===== src/rtl/decoder_pkg.sv =====
// Shared definitions for the sequential 3-to-8 decoder.
//   state_e : FSM state encoding (IDLE, HOLD, GAP)
//   IDX_W   : width of the encoded index
//   N_LINES : number of one-hot output lines
package decoder_pkg;

    localparam int IDX_W   = 3;
    localparam int N_LINES = 8;

    typedef enum logic [1:0] {
        IDLE = 2'd0,
        HOLD = 2'd1,
        GAP  = 2'd2
    } state_e;

endpackage


===== src/rtl/decoder_3x8_hold_if.sv =====
// Handshake/bus bundle between an index source and decoder_3x8_hold.
// Handshake: an index on a is transferred at a rising clk edge when
// valid && ready && !abort; a and valid are ignored in every other cycle
// and a dropped valid is never queued.
//   a     : encoded index              (master -> slave)
//   valid : a is valid this cycle      (master -> slave)
//   abort : cancel current hold/gap    (master -> slave)
//   ready : slave can accept           (slave -> master)
//   y     : one-hot decoded output     (slave -> master)
//   busy  : slave not idle             (slave -> master)
//   done  : last hold cycle pulse      (slave -> master)
interface decoder_3x8_hold_if;
    import decoder_pkg::*;

    logic [IDX_W-1:0]   a;
    logic               valid;
    logic               abort;
    logic               ready;
    logic [N_LINES-1:0] y;
    logic               busy;
    logic               done;

    modport master (
        output a, valid, abort,
        input  ready, y, busy, done
    );

    modport slave (
        input  a, valid, abort,
        output ready, y, busy, done
    );

endinterface


===== src/rtl/decoder_3x8.sv =====
// Purely combinational 3-to-8 decoder with enable.
//   in_i  : encoded index
//   en_i  : enable; out_o is all zero when low
//   out_o : one-hot line selected by in_i
module decoder_3x8
    import decoder_pkg::*;
(
    input  logic [IDX_W-1:0]   in_i,
    input  logic               en_i,
    output logic [N_LINES-1:0] out_o
);

    always_comb begin
        out_o = '0;
        if (en_i) begin
            out_o = N_LINES'(1) << in_i;
        end
    end

endmodule


===== src/rtl/decoder_3x8_hold.sv =====
// Sequential 3-to-8 decoder: accepts an index over a valid/ready handshake,
// drives the matching one-hot line for HOLD_CYCLES cycles, then forces
// GAP_CYCLES idle cycles before the next accept.
//   clk         : rising-edge clock
//   rst_n       : asynchronous active-low reset
//   bus         : slave side of decoder_3x8_hold_if (a/valid/abort in,
//                 ready/y/busy/done out)
//   dbg_state_o : current FSM state
module decoder_3x8_hold
    import decoder_pkg::*;
#(
    parameter int unsigned HOLD_CYCLES = 4,
    parameter int unsigned GAP_CYCLES  = 1
) (
    input  logic                 clk,
    input  logic                 rst_n,
    decoder_3x8_hold_if.slave    bus,
    output state_e               dbg_state_o
);

    if (HOLD_CYCLES < 1 || HOLD_CYCLES > 255) begin : g_bad_hold
        $error("decoder_3x8_hold: HOLD_CYCLES must be 1..255");
    end
    if (GAP_CYCLES > 255) begin : g_bad_gap
        $error("decoder_3x8_hold: GAP_CYCLES must be 0..255");
    end

    // Counter reload values; the GAP reload is only used when GAP_CYCLES>0.
    localparam logic [7:0] HOLD_LOAD = 8'(HOLD_CYCLES - 1);
    localparam logic [7:0] GAP_LOAD  = (GAP_CYCLES > 0) ? 8'(GAP_CYCLES - 1) : 8'd0;
    localparam bit         HAS_GAP   = (GAP_CYCLES > 0);

    state_e           state_q;
    logic [IDX_W-1:0] idx_q;
    logic [7:0]       cnt_q;

    always_ff @(posedge clk or negedge rst_n) begin
        if (!rst_n) begin
            state_q <= IDLE;
            idx_q   <= '0;
            cnt_q   <= '0;
        end else if (bus.abort) begin
            // Abort wins over everything, including an accept in IDLE.
            state_q <= IDLE;
            cnt_q   <= '0;
        end else begin
            case (state_q)
                IDLE: begin
                    if (bus.valid) begin
                        idx_q   <= bus.a;
                        cnt_q   <= HOLD_LOAD;
                        state_q <= HOLD;
                    end
                end
                HOLD: begin
                    if (cnt_q == 8'd0) begin
                        if (HAS_GAP) begin
                            state_q <= GAP;
                            cnt_q   <= GAP_LOAD;
                        end else begin
                            state_q <= IDLE;
                        end
                    end else begin
                        cnt_q <= cnt_q - 8'd1;
                    end
                end
                GAP: begin
                    if (cnt_q == 8'd0) begin
                        state_q <= IDLE;
                    end else begin
                        cnt_q <= cnt_q - 8'd1;
                    end
                end
                default: begin
                    state_q <= IDLE;
                    cnt_q   <= '0;
                end
            endcase
        end
    end

    // All outputs decode registered state only, so async reset clears y
    // immediately and nothing flows combinationally from a/valid/abort.
    assign bus.ready   = (state_q == IDLE);
    assign bus.busy    = (state_q != IDLE);
    assign bus.done    = (state_q == HOLD) && (cnt_q == 8'd0);
    assign dbg_state_o = state_q;

    decoder_3x8 u_dec (
        .in_i  (idx_q),
        .en_i  (state_q == HOLD),
        .out_o (bus.y)
    );

endmodule


===== src/flat_wrapper.sv =====
// flat-port wrapper written by rule: the top's interface ports become plain ports
module decoder_3x8_hold_flat import decoder_pkg::*;
#(
    parameter int unsigned HOLD_CYCLES = 4,
    parameter int unsigned GAP_CYCLES  = 1
)
  (clk, rst_n, dbg_state_o, bus_a, bus_valid, bus_abort, bus_ready, bus_y, bus_busy, bus_done);
  decoder_3x8_hold_if bus_i ();
  input  logic clk;
  input  logic rst_n;
  output state_e dbg_state_o;
  input wire logic [$bits(bus_i.a)-1:0] bus_a;
  input wire logic [$bits(bus_i.valid)-1:0] bus_valid;
  input wire logic [$bits(bus_i.abort)-1:0] bus_abort;
  output wire logic [$bits(bus_i.ready)-1:0] bus_ready;
  output wire logic [$bits(bus_i.y)-1:0] bus_y;
  output wire logic [$bits(bus_i.busy)-1:0] bus_busy;
  output wire logic [$bits(bus_i.done)-1:0] bus_done;
  assign bus_i.a = bus_a;
  assign bus_i.valid = bus_valid;
  assign bus_i.abort = bus_abort;
  assign bus_ready = bus_i.ready;
  assign bus_y = bus_i.y;
  assign bus_busy = bus_i.busy;
  assign bus_done = bus_i.done;
  decoder_3x8_hold #(.HOLD_CYCLES(HOLD_CYCLES), .GAP_CYCLES(GAP_CYCLES)) u_core (.clk(clk), .rst_n(rst_n), .bus(bus_i), .dbg_state_o(dbg_state_o));
endmodule

===== config.mk =====
export PLATFORM = sky130hd
export DESIGN_NAME = decoder_3x8_hold_flat
export DESIGN_NICKNAME = d
export VERILOG_FILES = /design/src/rtl/decoder_pkg.sv /design/src/rtl/decoder_3x8_hold_if.sv /design/src/rtl/decoder_3x8.sv /design/src/rtl/decoder_3x8_hold.sv /design/src/flat_wrapper.sv
export SDC_FILE = /design/constraint.sdc
export NUM_CORES = 1
export LEC_CHECK = 0
export ABC_AREA = 1
export BUFFER_PORTS_ARGS = -buffer_cell sky130_fd_sc_hd__buf_2
export CAP_MARGIN = 20
export CELL_PAD_IN_SITES_DETAIL_PLACEMENT = 1
export CELL_PAD_IN_SITES_GLOBAL_PLACEMENT = 1
export CORE_MARGIN = 4
export CORE_UTILIZATION = 30
export DETAILED_ROUTE_END_ITERATION = 8
export PLACE_DENSITY_LB_ADDON = 0.1
export SETUP_SLACK_MARGIN = 0.1
export SYNTH_ARGS = -nofsm -noshare
export SYNTH_HDL_FRONTEND = slang
export SYNTH_SLANG_ARGS = --single-unit
export TNS_END_PERCENT = 50

===== constraint.sdc =====
create_clock -name clk -period 1.4 [get_ports clk]
set_input_delay 0.14 -clock clk [delete_from_list [all_inputs] [get_ports clk]]
set_output_delay 0.14 -clock clk [all_outputs]
set_load 0.02 [all_outputs]

---- After elaboration in Yosys (flattened, before gate mapping) ----
Index checks and enable logic that the tools add are counted.
word-level totals
  register bits ........................... 13
  input port bits ......................... 7
operators by class
  shifts and indexed selects .............. 1
  equal/unequal tests ..................... 6
  mux-type cells .......................... 11
  add/subtract/negate cells ............... 1
  bitwise logic cells ..................... 1
  reductions and logical operators ........ 7
operators with widths
  operator                                               count
  two-way mux 8 bit                                      5
  case mux 8 bit (3 select lines)                        1
  logical NOT 8 bit                                      1
  two-way mux 2 bit                                      4
  left shift 1 x 3 -> 8 bit, first input constant        1
  subtractor 8 x 1 -> 8 bit, second input constant       1
  inequality test 3 x 2 -> 1 bit, second input constant  2
  inequality test 3 bit, second input constant           2
  case mux 2 bit (3 select lines)                        1
  AND reduction 3 bit                                    2
  == test 2 x 1 -> 1 bit, second input constant          1
  == test 2 bit, second input constant                   1
  logical NOT 2 bit                                      1
  AND reduction 2 bit                                    1
  nonzero test 2 bit                                     1
  logical AND 1 bit                                      1
  NOT 1 bit                                              1

---- Depth between registers and ports, before layout ----
Gate-level depths: netlist of run 1.
  depth in word-level cells ............... 4
  gate-level depth with buffers ........... 10
  gate-level depth less buffers ........... 10

---- Hierarchy ----
A second synthesis of run 1 with hierarchy kept.
second synthesis, totals
  cell total of the unflattened synthesis .. 125
  area total of the unflattened synthesis .. 868.3 um2
modules (own cells, without submodules)
  module            instances  cells an instance  area each (um2)  seq. area each (um2)
  decoder_3x8_hold  1          108                804.5            325.3
  decoder_3x8       1          17                 63.8             0.0

---- Worst setup path before layout of run 1 ----
OpenSTA, ideal clock, no wires.
  path type ............................... flip-flop to output port
  start point ............................. reg u_core.state_q[0] (netlist: u_core.dbg_state_o[0])
  end point ............................... out bus_y[0]
  stages on the path, launching flop included .. 6
  data arrival time ....................... 1409 ps
  path slack .............................. -149 ps
  cell sequence ........................... dfrtp_1 > inv_2 > nor2_1 > inv_1 > or2_2 > nor2_1
on the way
  word-level cells in the longest chain between the ends .. 2
ends and longest elaborated chain
  what                    line                    RTL
  from (decl)             decoder_3x8_hold.sv:33  state_e state_q;
  from (signal assigned)  decoder_3x8_hold.sv:39  state_q <= IDLE;
  from (signal assigned)  decoder_3x8_hold.sv:44  state_q <= IDLE;
  from (signal assigned)  decoder_3x8_hold.sv:52  state_q <= HOLD;
  == test 2 x 1 -> 1 bit  decoder_3x8_hold.sv:91  .en_i (state_q == HOLD),
  two-way mux 8 bit       decoder_3x8.sv:15       if (en_i) begin
  to (decl)               flat_wrapper.sv:16      output wire logic [$bits(bus_i.y)-1:0] bus_y;
No other way between the ends.

---- Worst setup path in the final report of run 1 ----
  start point ............................. reg u_core.cnt_q[3]
  end point ............................... out bus_done
on the way
  word-level cells in the longest chain between the ends .. 2
ends and longest elaborated chain
  what                    line                    RTL
  from (decl)             decoder_3x8_hold.sv:35  logic [7:0] cnt_q;
  from (signal assigned)  decoder_3x8_hold.sv:64  cnt_q <= cnt_q - 8'd1;
  from (signal assigned)  decoder_3x8_hold.sv:71  cnt_q <= cnt_q - 8'd1;
  logical NOT 8 bit       decoder_3x8_hold.sv:86  assign bus.done = (state_q == HOLD) && (cnt_q == 8'd0);
  logical AND 1 bit       decoder_3x8_hold.sv:86
  to (decl)               flat_wrapper.sv:18      output wire logic [$bits(bus_i.done)-1:0] bus_done;
No other way between the ends.

==> summary by stage, run 1 <==
Status
The flow ran to the end, but the final reports show violations. The checks that failed: negative setup slack.

STA
For the pin with the worst max-slew slack, the measured transition is 0.4270 ns. The part of the cycle the worst path needs is 112.1%. Between clock sinks in the finished design, the worst skew comes to 0.006401 ns. The count of final hold-check violations is 0.

The final critical path time including I/O delays and setup is 1.570 ns. The worst path setup slack after routing is -0.1698 ns. Setup repair after global routing could not meet its margin everywhere. Measured against its own limit, the worst slew margin works out to 71.23%. The number of failing setup endpoints in the final timing report is 18. Summed over all failing endpoints, the final setup total negative slack is -1.721 ns. Static timing analysis puts the maximum clock frequency at 637.0 MHz. The number of max-slew violations in the final report is 0.

Route
The count of nets left with antenna violations after detail routing is 0. For this block, the initial DRC count from the detailed router was 48. Detailed routing placed a total of 1.566 mm of wire on met2. The via count normalized by instance count is 4.946. The highest layer touched by signal routing is met4. The number of detailed-route iterations in the first pass is 4. The met1 wire length is 1.265 mm. The met3 wire length is 95 um. Detailed routing inserted a total of 1014 vias.

The wire length after detailed routing is 2.979 mm. After detailed routing, the number of remaining DRC violations is 0. The mean routed wirelength per cell is 14.53 um.

GRT
Entering global routing, the biggest net connects 14 pins. The first global-routing pass estimated 4.878 mm of wire. After global routing the overflow that remains totals 0. The number of global-route vias before repair is 1035. The number of antenna violations at the first check in global routing came to 0. The overall global routing resource usage is 15.61%.

Place
Routability-driven placement finished with a final weighted congestion of 0.7609. Once placement completed, the tool counted placed cells totaling 189. Buffers placed on the I/O ports in this run total 19. The detailed placement HPWL is 2.020 mm.

The placed instances occupy a cell area of 1131 um2.

Synthesis
The number of warnings reported in the yosys synthesis log is 0. Synthesis instantiated 23 different standard cells from the library. The leading area contributor after synthesis is sky130_fd_sc_hd__dfrtp_1. The area of the mapped netlist is 907.1 um2. The synthesized net count is 142. After synthesis the netlist holds a flip-flop and latch count of 13. The proportion of synthesized chip area in sequential cells is 35.86%. The cell count after synthesis came out at 133. By area the synthesized netlist is led by sky130_fd_sc_hd__dfrtp_1 36%, sky130_fd_sc_hd__nand2_1 16%, sky130_fd_sc_hd__nor2_1 10%, sky130_fd_sc_hd__inv_1 6.6%, sky130_fd_sc_hd__nand3_1 5.0%.

The fraction of post-synthesis cell area in the top cell type by area is 35.86%. Dividing the synthesized area by the synthesized cell count gives 6.820 um2.

Clock network
The clock passes through at most 2 buffers. The clock net sink count is 13. The CTS buffer count is 3. TritonCTS built the clock tree. The clock latency on the worst-skew pair is 0.30 ns.

CTS placed an instance of sky130_fd_sc_hd__clkbuf_4 at the clock tree root. Clock-pin slew was measured on the worst setup and hold paths at 0.10 ns. In this run the number of H-tree levels came out at 1.

Finish
In the final design database the tool counted 184 nets. Compared with the post-synthesis result, the final layout area differs by 56.55%. After filler insertion, the fill cell instance count of the layout stands at 356. The number of antenna cells inserted is 0. The share of cells above drive strength 1 is 48.28%.

The final design area excluding fillers is 1420 um2. Once layout is complete, the cells apart from fillers number 205.

Floorplan
The cell row count is 19. In this run the count of I/O pins placed on the die edge is 20. The horizontal die dimension is 62.99 um. The die outline area is 3968 um2. The initial cell density of the core is 32.07%. The y dimension of the die is 62.99 um. The core region is 2829 um2.

Flow run
Across the run, the number of max-cap violations was 0.

Hold path
The classification of the worst-slack hold path is in2reg.

Worst setup path
The required time of the worst setup path is 1.26 ns. The arrival time at the worst endpoint is 1.43 ns. The type of destination of the critical path is an output port. The maximum fanout along the worst path is 4.

STA classifies the critical path startpoint as a register. The critical path in this run is classified as reg2out.

Pwr
Across the VDD grid, the largest voltage drop is 0.8958 mV. The cell area power density is 2611 nW/um2. The power consumption is 3.708 mW.

The standby leakage power is 0.7042 nW.
-- final cells by class --
type / instances / area, um2 / share of cell area (%)
multi-input cells: 99 / 646.9 / 45.55
flip-flops and latches: 13 / 327.8 / 23.08
repair buffers: 37 / 291.5 / 20.53
inverters: 21 / 88.84 / 6.256
well taps: 31 / 38.79 / 2.731
clock buffers: 4 / 26.28 / 1.850
-- through the flow --
step | util [%] | setup slack [ns] | hold WS (ns)
after global placement | 39.98 | -0.02958 | 0.05003
after floorplan | - | 0.06947 | -0.1556
after global routing | 50.20 | -0.2403 | 0.08353
after detailed placement | 39.98 | -0.09037 | 0.05803
after CTS | 47.24 | -0.2246 | 0.07585
final | 50.20 | -0.1698 | 0.08641
-- kinds of logic after synthesis --
kind of cell               after synthesis  synth area share (%)
and+or+nand+nor                         87                 44.28
buffers and inverters                   21                 8.966
DFF                                     13                 35.86
AOI/OAI and AO/OA                        8                 5.931
adders and majority gates                2                 2.758
xor gates and xnor gates                 1                0.9657
muxes                                    1                 1.241
-- layer usage --
metal | vias to the layer above | track usage, %
li1 | 495 | -
met1 | 491 | 18.59
met2 | 23 | 27.40
met3 | 5 | 2.518
met4 | 0 | 6.612
met5 | - | 0
-- path summary, 6_finish.rpt --
path,slack (ns),startpoint,to,depth (start not counted)
max,-0.17,u_core.cnt_q[3],bus_done,6
min,0.09,bus_a[2],u_core.idx_q[2],2
max reg2reg,-0.13,u_core.cnt_q[0],u_core.cnt_q[1],10
min reg2reg,0.51,u_core.cnt_q[0],u_core.cnt_q[0],2
max in group asynchronous,0.88,rst_n,u_core.dbg_state_o[0],2
min in group asynchronous,0.26,rst_n,u_core.dbg_state_o[1],2
-- placed cells by master (no fill, tap or decap), drive strengths merged --
cell type	count
a21oi	4
buf	36
clkbuf	4
dfrtp	13
dlygate4sd3	1
ha	2
inv	21
mux2	1
nand2	40
nand3	10
nand4	5
nor2	29
nor3	1
o21ai	3
o31ai	1
or2	2
xor2	1
-- worst max-delay path: stages, from the launching register on --
cell and delay [ns]:
sky130_fd_sc_hd__dfrtp_1 0.42, sky130_fd_sc_hd__nor2_2 0.17, sky130_fd_sc_hd__nand2_2 0.11, sky130_fd_sc_hd__inv_2 0.11, sky130_fd_sc_hd__nand2_2 0.09, sky130_fd_sc_hd__nor2_2 0.11
sky130_fd_sc_hd__buf_6 0.13
-- flip-flops by register name (all words and copies together), names as in the netlist --
register,count
u_core.cnt_q,8
u_core.idx_q,3
u_core.dbg_state_o,2
-- what timing repair did --
action,CTS,global route
hold buffers,1,0
pin swaps,7,9
cloned,0,0
setup endpoints to repair,19,23
hold endpoints to repair,13,0
gates resized for setup,34,17
setup buffers,9,2
-- Yosys cell counts, drive strengths merged --
cell type	number
o31ai	1
or2	2
nand3	10
inv	21
nor2	29
a21oi	4
nand4	5
ha	2
mux2	1
nor3	1
nand2	40
xor2	1
dfrtp	13
o21ai	3
-- power by group --
part	switching (mW)	total, mW	internal, mW
clock network	0.155	0.266	0.111
registers	0.165	0.707	0.542
logic	1.60	2.73	1.13
No activity file was read; power rests on OpenSTA's default activity.
==> run 2, diff against run 1 <==
- clock period: 1.4 -> 1.7 ns (I/O delays scaled with it)
==> run 2 against run 1 <==
  * The run now ends clean
  * Die area unchanged
  * First-iteration DRC count decreased by 58%
  * Sequential share of layout area rose by 2.9 points
  * Clock-buffer cell count stayed put
  * Hold slack gained 0.035 ns
  * Critical path depth fell by 1
  * Global-route usage decreased by 2.1 points
  * Final area down 11%
  * Largest cell class unchanged
==> summary by stage, run 2 (synthesis results as in run 1) <==
Status
The run finished with clean final reports.

Worst setup path
In this run the critical register-to-register path is captured at u_core.cnt_q[6]. The minimum setup slack among reg-to-reg paths is 0.19 ns. STA classifies the critical path endpoint as an output port. The worst setup path is of the reg2out kind.

The count of cells along the worst register-to-register path is 11. The maximum fanout along the worst path is 5. The kind of launch point of the worst setup path is a register.

The worst register-to-register path begins at u_core.cnt_q[1]. The arrival time at the worst endpoint is 1.39 ns. The required time of the worst setup path is 1.53 ns.

Route
The final route contains 970 vias. In the final routed layout, each cell accounts on average for 12.96 um. The iteration-0 DRC count of the detailed router is 20. The wire length after detailed routing is 2.605 mm. In this run the remaining antenna-violating nets after routing total 0.

Dividing the detail-routed via count by the number of cells gives 4.826. The number of detailed-route iterations in the first pass is 2. For this run, design rule violations remaining after detail routing come to 0.

Place
The detailed placement HPWL is 1.892 mm. The congestion estimate from routability-driven global placement came to 0.7752. Input and output buffers added on the ports amount to 19. The post-placement worst setup slack is 0.2314 ns. In this run the cell area measured after placement is 1049 um2. The placed instance count is 184.

Clock network
The maximum level of the CTS H-tree is 1. The CTS buffer count is 3. Clock latency on the worst-skew pair, taken at its later pin, is 0.28 ns. In this run the deepest clock path goes through 2 buffers.

TritonCTS built the clock tree. The clock transition at the register clock pins on the worst setup and hold paths after CTS is 0.08 ns. The clock net sink count is 13.

The buffer type at the clock tree root is sky130_fd_sc_hd__clkbuf_4.

Hold path
The path with the worst hold slack has its endpoint at u_core.idx_q[2]. The depth of the worst hold-timing path is 2. The classification of the worst-slack hold path is in2reg.

The startpoint of the lowest-slack hold path is bus_a[2].

GRT
The global-route wire length before repair is 4.291 mm. Global routing used 13.56% of the available tracks. The number of global-route vias before repair is 949. The sum of overflow across all layers after global routing is 0. Entering global routing, the biggest net connects 14 pins. The number of antenna violations at the first check in global routing is 0.

STA
The part of the cycle the worst path needs is 91.60%. Setup violations remaining at the end of the flow were counted as 0. For the pin with the worst max-slew slack, the measured transition is 0.4034 ns. Setup slack closes at 0.1429 ns.

The summed negative setup slack over all endpoints is 0 ns. The fmax is 642.2 MHz. The number of max-slew violations in the final report is 0.

The routed design could run at a clock period as short as 1.557 ns. Setup repair after global routing could not meet its margin everywhere. For the final database, setup skew stands at 0.006016 ns.

In this run the tightest slew margin relative to its limit is 72.82%. The count of final hold-check violations was 0.

Finish
u_core.cnt_q holds more flip-flops than any other register. The fill cell total of the finished layout is 364. The area growth from synthesis to layout is 39.31%. The multi-input logic area is 563.0 um2. The sequential cells in the finished layout cover a total of 327.8 um2. The top cell types in the final layout, fill and taps aside, are 34 x sky130_fd_sc_hd__nand2_1, 21 x sky130_fd_sc_hd__nor2_1, 20 x sky130_fd_sc_hd__buf_4.

The number of nets in the finished design is 180. The repair_antennas step left the layout with diodes totalling 0. The number of flip-flops under the largest register name is 8. In the final layout, the share of cells above drive strength 1 is 39.41%. The final design area excluding fillers is 1264 um2. Leaving out fill and tap cells, the most frequent cell in the layout is sky130_fd_sc_hd__nand2_1.

Once layout is complete, the utilization of the core stands at 44.67%. The count of cells in the finished layout, fillers not included, comes to 201.

Flow run
Max-cap violations in this run came to 0.

Pwr
The clock group share of total power is 7.1%. The power dissipated by switching net loads is 1.364 mW. The proportion of total power due to net switching is 51.12%.

The internal power of the cells totals 1.305 mW. The proportion of power drawn by flip-flops and latches is 21.6%. Combinational cells account for 71.3% of the total power. The analysis attributes to cell leakage a power of 0.6681 nW.

Power spread over the standard cell area amounts to 2112 nW/um2. The worst-case IR drop observed on VDD is 0.6586 mV.

Floorplan
The area of the placeable core is 2829 um2. The die covers 3968 um2. The horizontal die dimension is 62.99 um.

The initial cell density of the core is 32.07%. The boundary pin count is 20. The y dimension of the die is 62.99 um. The cell row count is 19.
## run 2: per-stage QoR
| stage | power (mW) | hold slack (ns) |
|---|---|---|
| 4_1_cts | 2.498 | 0.1088 |
| 3_3_place_gp | 1.980 | 0.08322 |
| 5_1_grt | 2.930 | 0.1043 |
| 3_5_place_dp | 2.000 | 0.09177 |
| 2_1_floorplan | 1.628 | -0.1256 |
| 6_report | 2.669 | 0.1210 |
## run 2: area by class of cell
type | instances | share of cell area [%]
Multi-Input combinational cell | 99 | 44.55
Sequential cell | 13 | 25.94
Timing Repair Buffer | 33 | 17.92
Inverter | 21 | 6.436
Tap cell | 31 | 3.069
Clock buffer | 4 | 2.079
## run 2: worst max path at each step
stage,slack (ns),to,depth (start not counted),from
after floorplan,0.12,bus_y[0],5,u_core.dbg_state_o[0]
after global placement,0.26,u_core.cnt_q[5],9,u_core.cnt_q[0]
after detailed placement,0.23,u_core.cnt_q[5],9,u_core.cnt_q[0]
after CTS,0.09,bus_y[5],6,u_core.dbg_state_o[1]
after global routing,0.04,bus_y[2],5,u_core.dbg_state_o[1]
final,0.14,bus_y[1],5,u_core.dbg_state_o[1]
## run 2: power by group through the flow
stage	clock network [mW]	registers, mW	logic (mW)
after floorplan	0	0.560	1.07
after global placement	0	0.565	1.42
after detailed placement	0	0.567	1.43
after CTS	0.206	0.566	1.73
after global routing	0.222	0.594	2.11
final	0.190	0.576	1.90
## run 2: routing by layer
| layer | wire length [um] | vias to the layer above | track usage (%) |
|---|---|---|---|
| met5 | 0 | - | 0 |
| met2 | 1327 | 22 | 22.13 |
| li1 | - | 487 | - |
| met4 | 25 | 0 | 5.510 |
| met3 | 120 | 4 | 4.317 |
| met1 | 1132 | 457 | 16.32 |
## run 2: repair_timing
item	CTS	global route
hold endpoints to repair	13	0
gates resized for setup	16	14
buffers inserted	9	3
pin swaps	5	5
setup endpoints to repair	5	14
hold buffers	1	0
## run 2: worst max-delay path: stages, from the launching register on
cell and delay (ns):
sky130_fd_sc_hd__dfrtp_2 0.46, sky130_fd_sc_hd__nor2_4 0.09, sky130_fd_sc_hd__inv_1 0.06, sky130_fd_sc_hd__or2_4 0.24
sky130_fd_sc_hd__nor2_1 0.10, sky130_fd_sc_hd__buf_4 0.15
